<file path="config.mk">
export PLATFORM = sky130hd
export DESIGN_NAME = bus_invert_rx_flat
export DESIGN_NICKNAME = d
export VERILOG_FILES = /design/src/rtl/bus_invert_rx_if.sv /design/src/rtl/bus_invert_rx.sv /design/src/flat_wrapper.sv
export SDC_FILE = /design/constraint.sdc
export NUM_CORES = 1
export LEC_CHECK = 0
export ABC_AREA = 1
export ABC_CLOCK_PERIOD_IN_PS = 4040
export CAP_MARGIN = 20
export CORE_UTILIZATION = 52
export CTS_CLUSTER_DIAMETER = 30
export DETAILED_ROUTE_END_ITERATION = 10
export GPL_TIMING_DRIVEN = 0
export MAX_ROUTING_LAYER = met4
export PLACE_DENSITY = 0.77
export SETUP_SLACK_MARGIN = 0.4
export SLEW_MARGIN = 20
export SYNTH_ARGS = -nofsm -noshare
export SYNTH_HDL_FRONTEND = slang
export SYNTH_SLANG_ARGS = --single-unit
export TNS_END_PERCENT = 100
</file>
<file path="constraint.sdc">
create_clock -name clk -period 4.04 [get_ports clk]
set_input_delay 0.808 -clock clk [delete_from_list [all_inputs] [get_ports clk]]
set_output_delay 0.808 -clock clk [all_outputs]
set_load 0.1 [all_outputs]
</file>
<file path="src/rtl/bus_invert_rx_if.sv">
// rtl/bus_invert_rx_if.sv - coded-bus input and decoded-word output handshakes
interface bus_invert_rx_if #(
    parameter int DATA_W = 8
);
    logic [DATA_W-1:0] bus_data;
    logic              bus_inv;
    logic              bus_valid;
    logic              bus_ready;
    logic [DATA_W-1:0] out_data;
    logic              out_valid;
    logic              out_ready;

    modport slave (
        input  bus_data, bus_inv, bus_valid, out_ready,
        output bus_ready, out_data, out_valid
    );

    modport master (
        output bus_data, bus_inv, bus_valid, out_ready,
        input  bus_ready, out_data, out_valid
    );
endinterface

</file>
<file path="src/rtl/bus_invert_rx.sv">
// rtl/bus_invert_rx.sv - bus-invert decoder with FWFT buffer, rule checker and toggle counter
module bus_invert_rx #(
    parameter int DATA_W = 8,
    parameter int DEPTH  = 4,
    parameter int CNT_W  = 16
) (
    input  logic               clk,
    input  logic               rst_n,
    bus_invert_rx_if.slave     bus,
    input  logic               clr_stats,
    output logic               proto_err,
    output logic [CNT_W-1:0]   toggle_cnt
);
    localparam int AW = $clog2(DEPTH);
    localparam int CW = $clog2(DATA_W + 2);
    localparam logic [CW-1:0] HALF = CW'(DATA_W / 2);

    typedef enum logic [1:0] {LVL_EMPTY, LVL_PARTIAL, LVL_FULL} level_e;

    function automatic logic [CW-1:0] popcnt(input logic [DATA_W-1:0] v);
        logic [CW-1:0] c;
        c = '0;
        for (int i = 0; i < DATA_W; i++) c = c + CW'(v[i]);
        return c;
    endfunction

    level_e            level;
    logic [AW:0]       count_q, count_d;
    logic [AW-1:0]     wr_ptr_q, rd_ptr_q;
    logic [DATA_W-1:0] mem_q [DEPTH];
    logic [DATA_W-1:0] hold_q;
    logic [DATA_W-1:0] prev_bus_q;
    logic              prev_inv_q;
    logic              proto_err_q, proto_err_d;
    logic [CNT_W-1:0]  toggle_cnt_q, toggle_cnt_d;
    logic              accept, pop, legal;
    logic [DATA_W-1:0] decoded;
    logic [CW-1:0]     hamming, inc;
    logic [CNT_W:0]    sum;

    always_comb begin
        level = LVL_PARTIAL;
        if (count_q == '0)                  level = LVL_EMPTY;
        else if (count_q == (AW+1)'(DEPTH)) level = LVL_FULL;
    end

    // Ready depends only on the registered occupancy, never on out_ready.
    assign bus.bus_ready = (level != LVL_FULL);
    assign bus.out_valid = (level != LVL_EMPTY);
    assign bus.out_data  = (level != LVL_EMPTY) ? mem_q[rd_ptr_q] : hold_q;

    assign accept  = bus.bus_valid && bus.bus_ready;
    assign pop     = bus.out_valid && bus.out_ready;
    assign decoded = bus.bus_inv ? ~bus.bus_data : bus.bus_data;
    assign count_d = count_q + (AW+1)'(accept) - (AW+1)'(pop);

    always_comb begin
        hamming      = popcnt(decoded ^ prev_bus_q);
        inc          = popcnt(bus.bus_data ^ prev_bus_q) + CW'(bus.bus_inv ^ prev_inv_q);
        legal        = bus.bus_inv ? (hamming > HALF) : (hamming <= HALF);
        sum          = {1'b0, toggle_cnt_q} + (CNT_W+1)'(inc);
        proto_err_d  = proto_err_q;
        toggle_cnt_d = toggle_cnt_q;
        if (clr_stats) begin
            proto_err_d  = 1'b0;
            toggle_cnt_d = '0;
        end else if (accept) begin
            if (!legal) proto_err_d = 1'b1;
            toggle_cnt_d = sum[CNT_W] ? '1 : sum[CNT_W-1:0];
        end
    end

    always_ff @(posedge clk or negedge rst_n) begin
        if (!rst_n) begin
            count_q      <= '0;
            wr_ptr_q     <= '0;
            rd_ptr_q     <= '0;
            hold_q       <= '0;
            prev_bus_q   <= '0;
            prev_inv_q   <= 1'b0;
            proto_err_q  <= 1'b0;
            toggle_cnt_q <= '0;
        end else begin
            count_q      <= count_d;
            proto_err_q  <= proto_err_d;
            toggle_cnt_q <= toggle_cnt_d;
            if (accept) begin
                wr_ptr_q   <= wr_ptr_q + AW'(1);
                prev_bus_q <= bus.bus_data;
                prev_inv_q <= bus.bus_inv;
            end
            if (pop) begin
                rd_ptr_q <= rd_ptr_q + AW'(1);
                hold_q   <= mem_q[rd_ptr_q];
            end
        end
    end

    // Storage needs no reset: only slots between the pointers are ever read.
    always_ff @(posedge clk) begin
        if (accept) mem_q[wr_ptr_q] <= decoded;
    end

    assign proto_err  = proto_err_q;
    assign toggle_cnt = toggle_cnt_q;
endmodule

</file>
<file path="src/flat_wrapper.sv">
// flat-port wrapper written by rule: the top's interface ports become plain ports
module bus_invert_rx_flat 
#(
    parameter int DATA_W = 8,
    parameter int DEPTH  = 4,
    parameter int CNT_W  = 16
)
  (clk, rst_n, clr_stats, proto_err, toggle_cnt, bus_bus_data, bus_bus_inv, bus_bus_valid, bus_out_ready, bus_bus_ready, bus_out_data, bus_out_valid);
  bus_invert_rx_if #(.DATA_W(DATA_W)) bus_i ();
  input  logic clk;
  input  logic rst_n;
  input  logic clr_stats;
  output logic proto_err;
  output logic [CNT_W-1:0] toggle_cnt;
  input wire logic [$bits(bus_i.bus_data)-1:0] bus_bus_data;
  input wire logic [$bits(bus_i.bus_inv)-1:0] bus_bus_inv;
  input wire logic [$bits(bus_i.bus_valid)-1:0] bus_bus_valid;
  input wire logic [$bits(bus_i.out_ready)-1:0] bus_out_ready;
  output wire logic [$bits(bus_i.bus_ready)-1:0] bus_bus_ready;
  output wire logic [$bits(bus_i.out_data)-1:0] bus_out_data;
  output wire logic [$bits(bus_i.out_valid)-1:0] bus_out_valid;
  assign bus_i.bus_data = bus_bus_data;
  assign bus_i.bus_inv = bus_bus_inv;
  assign bus_i.bus_valid = bus_bus_valid;
  assign bus_i.out_ready = bus_out_ready;
  assign bus_bus_ready = bus_i.bus_ready;
  assign bus_out_data = bus_i.out_data;
  assign bus_out_valid = bus_i.out_valid;
  bus_invert_rx #(.DATA_W(DATA_W), .DEPTH(DEPTH), .CNT_W(CNT_W)) u_core (.clk(clk), .rst_n(rst_n), .bus(bus_i), .clr_stats(clr_stats), .proto_err(proto_err), .toggle_cnt(toggle_cnt));
endmodule
</file>
# == Word-level counts from Yosys, hierarchy flattened ==
# Memory sizes are Yosys's and may differ from the RTL's.
# Index checks and enable logic that the tools add are counted.
# classes
n_addsub,20
n_mul,0
div_mod_pow,0
order_cmp,2
eq_ne,3
shift,0
mux,13
n_bitwise,4
n_reduce_logical,6
# op_table
cell,count
4-bit by 1-bit adder with 4-bit output,12
16-bit 2-to-1 mux,3
16-bit by 4-bit adder with 17-bit output,1
8-bit 2-to-1 mux,2
8-bit XOR,2
8-bit NOT,1
1-bit 2-to-1 mux,6
1-bit by 1-bit adder with 2-bit output,2
"2-bit by 1-bit adder with 2-bit output, second input constant",2
4-bit adder,1
"4-bit by 3-bit > comparator with 1-bit output, second input constant",1
"4-bit by 3-bit less-or-equal comparator with 1-bit output, second input constant",1
2-bit 2-to-1 mux,2
"2-bit != test, second input constant",2
2-bit nonzero test,2
3-bit by 1-bit adder with 3-bit output,1
"3-bit equality test, second input constant",1
3-bit logical NOT,1
3-bit by 1-bit subtractor with 3-bit output,1
1-bit logical AND,2
2-bit AND reduction,1
1-bit XOR,1
# word_totals
register_bits,41
latch_bits,0
mem_bits_rw,32
romBits,0
inputBits,14
out_inout_bits,27
elab_cells,57
memories,1
# mem_list
memory,words,width,rd,rd_ports_with_merged_regs,wr,line,rtl
u_core.mem_q,4,8,1,0,1,bus_invert_rx.sv:30,logic [DATA_W-1:0] mem_q [DEPTH];

# == Logic depth before layout (Yosys ltp) ==
# logic_depth
depth_word,15
ltp_mapped,22
ltp_nobuf,20

# == Least setup slack after synthesis ==
# No wires, ideal clock.
# synth_timing
path_type,input port to flip-flop
start,input port bus_bus_inv
end,register u_core.toggle_cnt_q[10] (netlist: u_core.toggle_cnt[10])
setup_time_ps,70
arrival_time_ps,5082
t_required_ps,3970
path_slack_ps,-1112
cell_stages,22
path_buffers,3
cell_sequence,clkbuf_1 -> buf_2 -> xor2_1 -> fa_1 -> inv_1 -> fa_1 -> fa_1 -> inv_1 -> ha_1 -> fa_1 -> inv_1 -> fa_1 -> inv_1 -> nand3_1 -> nand2_1 -> nand2_2 -> inv_2 -> nand2_4 -> buf_6 -> o21ai_2 -> nand2_1 -> nand2_1
# synth_between
elab_chain_cells,6
# synth_rtl
element,line,rtl
start: declaration,flat_wrapper.sv:16,input wire logic [$bits(bus_i.bus_inv)-1:0] bus_bus_inv;
1-bit XOR,bus_invert_rx.sv:59,inc = popcnt(bus.bus_data ^ prev_bus_q) + CW'(bus.bus_inv ^ prev_inv_q);
4-bit adder,bus_invert_rx.sv:59,
16-bit by 4-bit adder with 17-bit output,bus_invert_rx.sv:61,"sum = {1'b0, toggle_cnt_q} + (CNT_W+1)'(inc);"
16-bit 2-to-1 mux,bus_invert_rx.sv:69,toggle_cnt_d = sum[CNT_W] ? '1 : sum[CNT_W-1:0];
16-bit 2-to-1 mux,bus_invert_rx.sv:67,end else if (accept) begin
16-bit 2-to-1 mux,bus_invert_rx.sv:64,if (clr_stats) begin
end signal: assignment,bus_invert_rx.sv:86,toggle_cnt_q <= toggle_cnt_d;
end: declaration,bus_invert_rx.sv:35,"logic [CNT_W-1:0] toggle_cnt_q, toggle_cnt_d;"
# Every way passes these cells. The select of a mux whose other input is x is not followed.
# A chain may end at the register's enable or synchronous reset.

# == Final worst setup path ==
# layout_timing
start,input port bus_bus_data[1]
end,register u_core.toggle_cnt_q[1] (netlist: u_core.toggle_cnt[1])
# layout_between
elab_chain_cells,13
# layout_rtl
element,line,rtl
start: declaration,flat_wrapper.sv:15,input wire logic [$bits(bus_i.bus_data)-1:0] bus_bus_data;
8-bit XOR,bus_invert_rx.sv:59,
1-bit by 1-bit adder with 2-bit output,bus_invert_rx.sv:23,for (int i = 0; i < DATA_W; i++) c = c + CW'(v[i]);
4-bit by 1-bit adder with 4-bit output (6 in series),bus_invert_rx.sv:23,
4-bit adder,bus_invert_rx.sv:59,
16-bit by 4-bit adder with 17-bit output,bus_invert_rx.sv:61,
16-bit 2-to-1 mux,bus_invert_rx.sv:69,
16-bit 2-to-1 mux,bus_invert_rx.sv:67,
16-bit 2-to-1 mux,bus_invert_rx.sv:64,
# Every way passes these cells. The select of a mux whose other input is x is not followed.

==> impl_metrics.yaml <==
run_status:
  status: "finished, violations left"
  violations: "setup timing"
clock_network:
  cts_made_buffers: 9
  cts_buffer_depth: 2
  postCtsHoldBufs: 0
  cts.sinks: 73
  path_clk_slew_ns: 0.08
  cts_max_level: 3
  cts-root-buf: "clkbuf_8"
  cts_tree: "done"
  insertion_delay_ns: 0.35
min_path:
  worstHoldPathType: "input port to async pin"
synth:
  synth_area_um2: 4220
  synth_common_cells: "nand2_1, inv_1, dfrtp_1"
  synth_cell_type_count: 38
  synth_cells: 454
  synth_flop_cell: "dfrtp_1"
  synth_edf_count: 32
  yosys-top-cells-area: "dfrtp_1, edfxtp_1, nand2_1"
  ys_seq_area_share_pct: 47.0
  ys_warn_count: 0
  yosys_register_bits: 73
  synth_top_area_share_pct: 24.3
  avgSynthCellArea_um2: 9.30
  synth_fp_nets: 498
  synth_top_area_cell: "dfrtp_1"
  async_flop_share_pct: 56.2
  synth.most_common_cell: "nand2_1"
drt:
  viasPerCell: 5.25
  postRouteAntennaNets: 0
  drt_iter0_markers: 198
  drt-total-wl_mm: 9.10
  drt_drc_violations_left: 0
  wl_per_cell_um: 14.6
  first_pass_iters: 5
  dr_total_vias: 3269
sta:
  max_freq_ghz: 0.216
  rsz0062_at_grt: "yes"
  setup_ws_ns: -0.583
  finalCriticalPeriod_ns: 4.62
  final.setup_skew_ns: 0.00828
  drv_slew: 0
  worst_pin_slew_ns: 0.966
  hold_violations: 0
  period_share_pct: 114
  slew_headroom_pct: 35.4
  setup_viol: 17
worst_setup_path:
  cp_data_arrival_time_ns: 4.91
  crit_path_top_delay_cell: "fa_1"
  max_stage_delay_ns: 0.54
  reg2regPathDepth: 21
  crit_top_cell: "fa_1"
  worstPathCellList: "buf_8, xor2_4, ha_4, fa_1, inv_2, fa_1, fa_1, inv_1, ha_2, fa_1, inv_1, fa_2, inv_2, nand3_4, nand2_4, nand2_4, inv_6, nand2_8, buf_12, nand2_2, nand2_1, o21ai_2"
  crit_required_ns: 4.33
  crit_path_end_kind: "flip-flop"
  crit_family: "adder cells"
  reg2reg_to: "u_core.toggle_cnt[1]$_DFFE_PN0P_"
  crit_buf_inv: 7
  worstSetupPathType: "input port to flip-flop"
  critPathLaunchType: "input port"
  reg2reg_slack_ns: -0.52
  cp_max_fo: 6
  reg2reg_from: "u_core.prev_bus_q[1]$_DFFE_PN0P_"
die:
  core_area_um2: 7810
  ioPinCount: 41
  dieHeight_um: 92.1
  die_w_um: 92.1
  design.die.area_um2: 8490
  start_util_pct: 54.1
  std_cell_rows: 32
cells_and_area:
  area_delta_synth_final_pct: 24.3
  drive_above_1_share_pct: 19.4
  n_antenna_cell: 0
  fin_cells: 623
  final_nets: 560
grt:
  grt_max_degree: 24
  track_usage_pct: 24.1
  antenna_found_initial: 0
  overflow: 0
  grt_pass1_vias: 3141
  grt_pass1_wl_mm: 15.1
place:
  place.detailed.hpwl_mm: 6.30
  place_ws_ns: -1.58
  port_buffers: 39
  place_congestion: 0.861
  dpl.cell_count: 596
run:
  cap_violations: 0
-- cell families after synthesis --
logic type,count (synthesis),share of synthesized area (%)
flip-flops,73,47.0
buffers and inverters,66,6.31
adder cells (fa/ha/maj),30,10.8
AO/OA/AOI/OAI,54,7.91
XOR/XNOR,34,7.05
AND/OR/NAND/NOR,197,20.9
-- registers in the layout, indices dropped and copies added, names as in the netlist --
name,cells
u_core.prev_inv_q,1
u_core.wr_ptr_q,2
u_core.hold_q,8
u_core.rd_ptr_q,2
u_core.mem_q,32
u_core.prev_bus_q,8
u_core.toggle_cnt,16
u_core.count_q,3
u_core.proto_err,1
-- cell type report --
class / count / area (um2)
buffer: 12 / 104
clock buffer: 9 / 124
clock inverter: 7 / 53.8
fill: 589 / 2560
inverter: 54 / 215
multi-input combinational: 315 / 2150
sequential: 73 / 1990
tap: 102 / 128
timing repair buffer: 51 / 490
-- timing repair --
item / in CTS / in global routing
pin swaps: 9 / 12
setup buffers: 7 / 3
endpoints found under the setup margin: 25 / 25
gates resized for setup: 39 / 27
hold endpoints to repair: 0 / 0
gates cloned: 1 / 0
-- stage by stage --
stage	cell area [um2]	TNS, ns	hold WS, ns	utilization (%)
2_1_floorplan	4360	-8.89	0.442	-
3_3_place_gp	4870	-23.83	0.457	62.4
3_5_place_dp	4900	-24.88	0.467	62.7
4_1_cts	5210	-8.00	0.465	66.8
5_1_grt	5250	-10.55	0.488	67.2
6_report	5250	-8.72	0.460	67.2
-- per-layer routing --
| layer | GRT usage (%) | share of wire [%] | vias up |
|---|---|---|---|
| met3 | 4.98 | 5.2 | 16 |
| met1 | 31.5 | 45 | 1566 |
| met5 | - | 0 | - |
| met4 | 8.46 | 1.4 | 0 |
| met2 | 37.6 | 49 | 100 |
| li1 | - | - | 1587 |
-- cell usage in the layout (no fill, tap or decap), drive strengths merged, types with 13 or more instances in the layout --
cell and instances:
a21oi 13, clkbuf 20, nand2 145, o21ai 29, xor2 25, nand3 22, ha 19, inv 55
buf 24, edfxtp 32, dfrtp 41, clkdlybuf4s50 26, nor2 19
-- worst register-to-register path, stage by stage, from the launching register on --
cell and delay [ns]:
dfrtp_1 0.45, xor2_4 0.22, ha_4 0.25, fa_1 0.54
inv_2 0.04, fa_1 0.46, fa_1 0.50, inv_1 0.05
ha_2 0.19, fa_1 0.54, inv_1 0.07, fa_2 0.36
inv_2 0.08, nand3_4 0.09, nand2_4 0.10, nand2_4 0.06
inv_6 0.08, nand2_8 0.08, buf_12 0.15, nand2_2 0.06
nand2_1 0.06, o21ai_2 0.06
-- how the worst max path moves through the flow --
stage / start / endpoint / slack, ns / depth (start not counted)
final: bus_bus_data[1] / u_core.toggle_cnt[1]$_DFFE_PN0P_ / -0.58 / 22
after detailed placement: bus_bus_data[1] / u_core.toggle_cnt[1]$_DFFE_PN0P_ / -1.58 / 22
after global routing: bus_bus_data[1] / u_core.toggle_cnt[4]$_DFFE_PN0P_ / -0.69 / 22
after global placement: bus_bus_data[1] / u_core.toggle_cnt[1]$_DFFE_PN0P_ / -1.53 / 22
after CTS: bus_bus_data[1] / u_core.toggle_cnt[10]$_DFFE_PN0P_ / -0.54 / 22
after floorplan: bus_bus_data[1] / u_core.toggle_cnt[10]$_DFFE_PN0P_ / -0.62 / 21
Power is left out: the tool's default activity adds up to more than one toggle a clock period on the data nets, which glitch-free logic cannot reach.
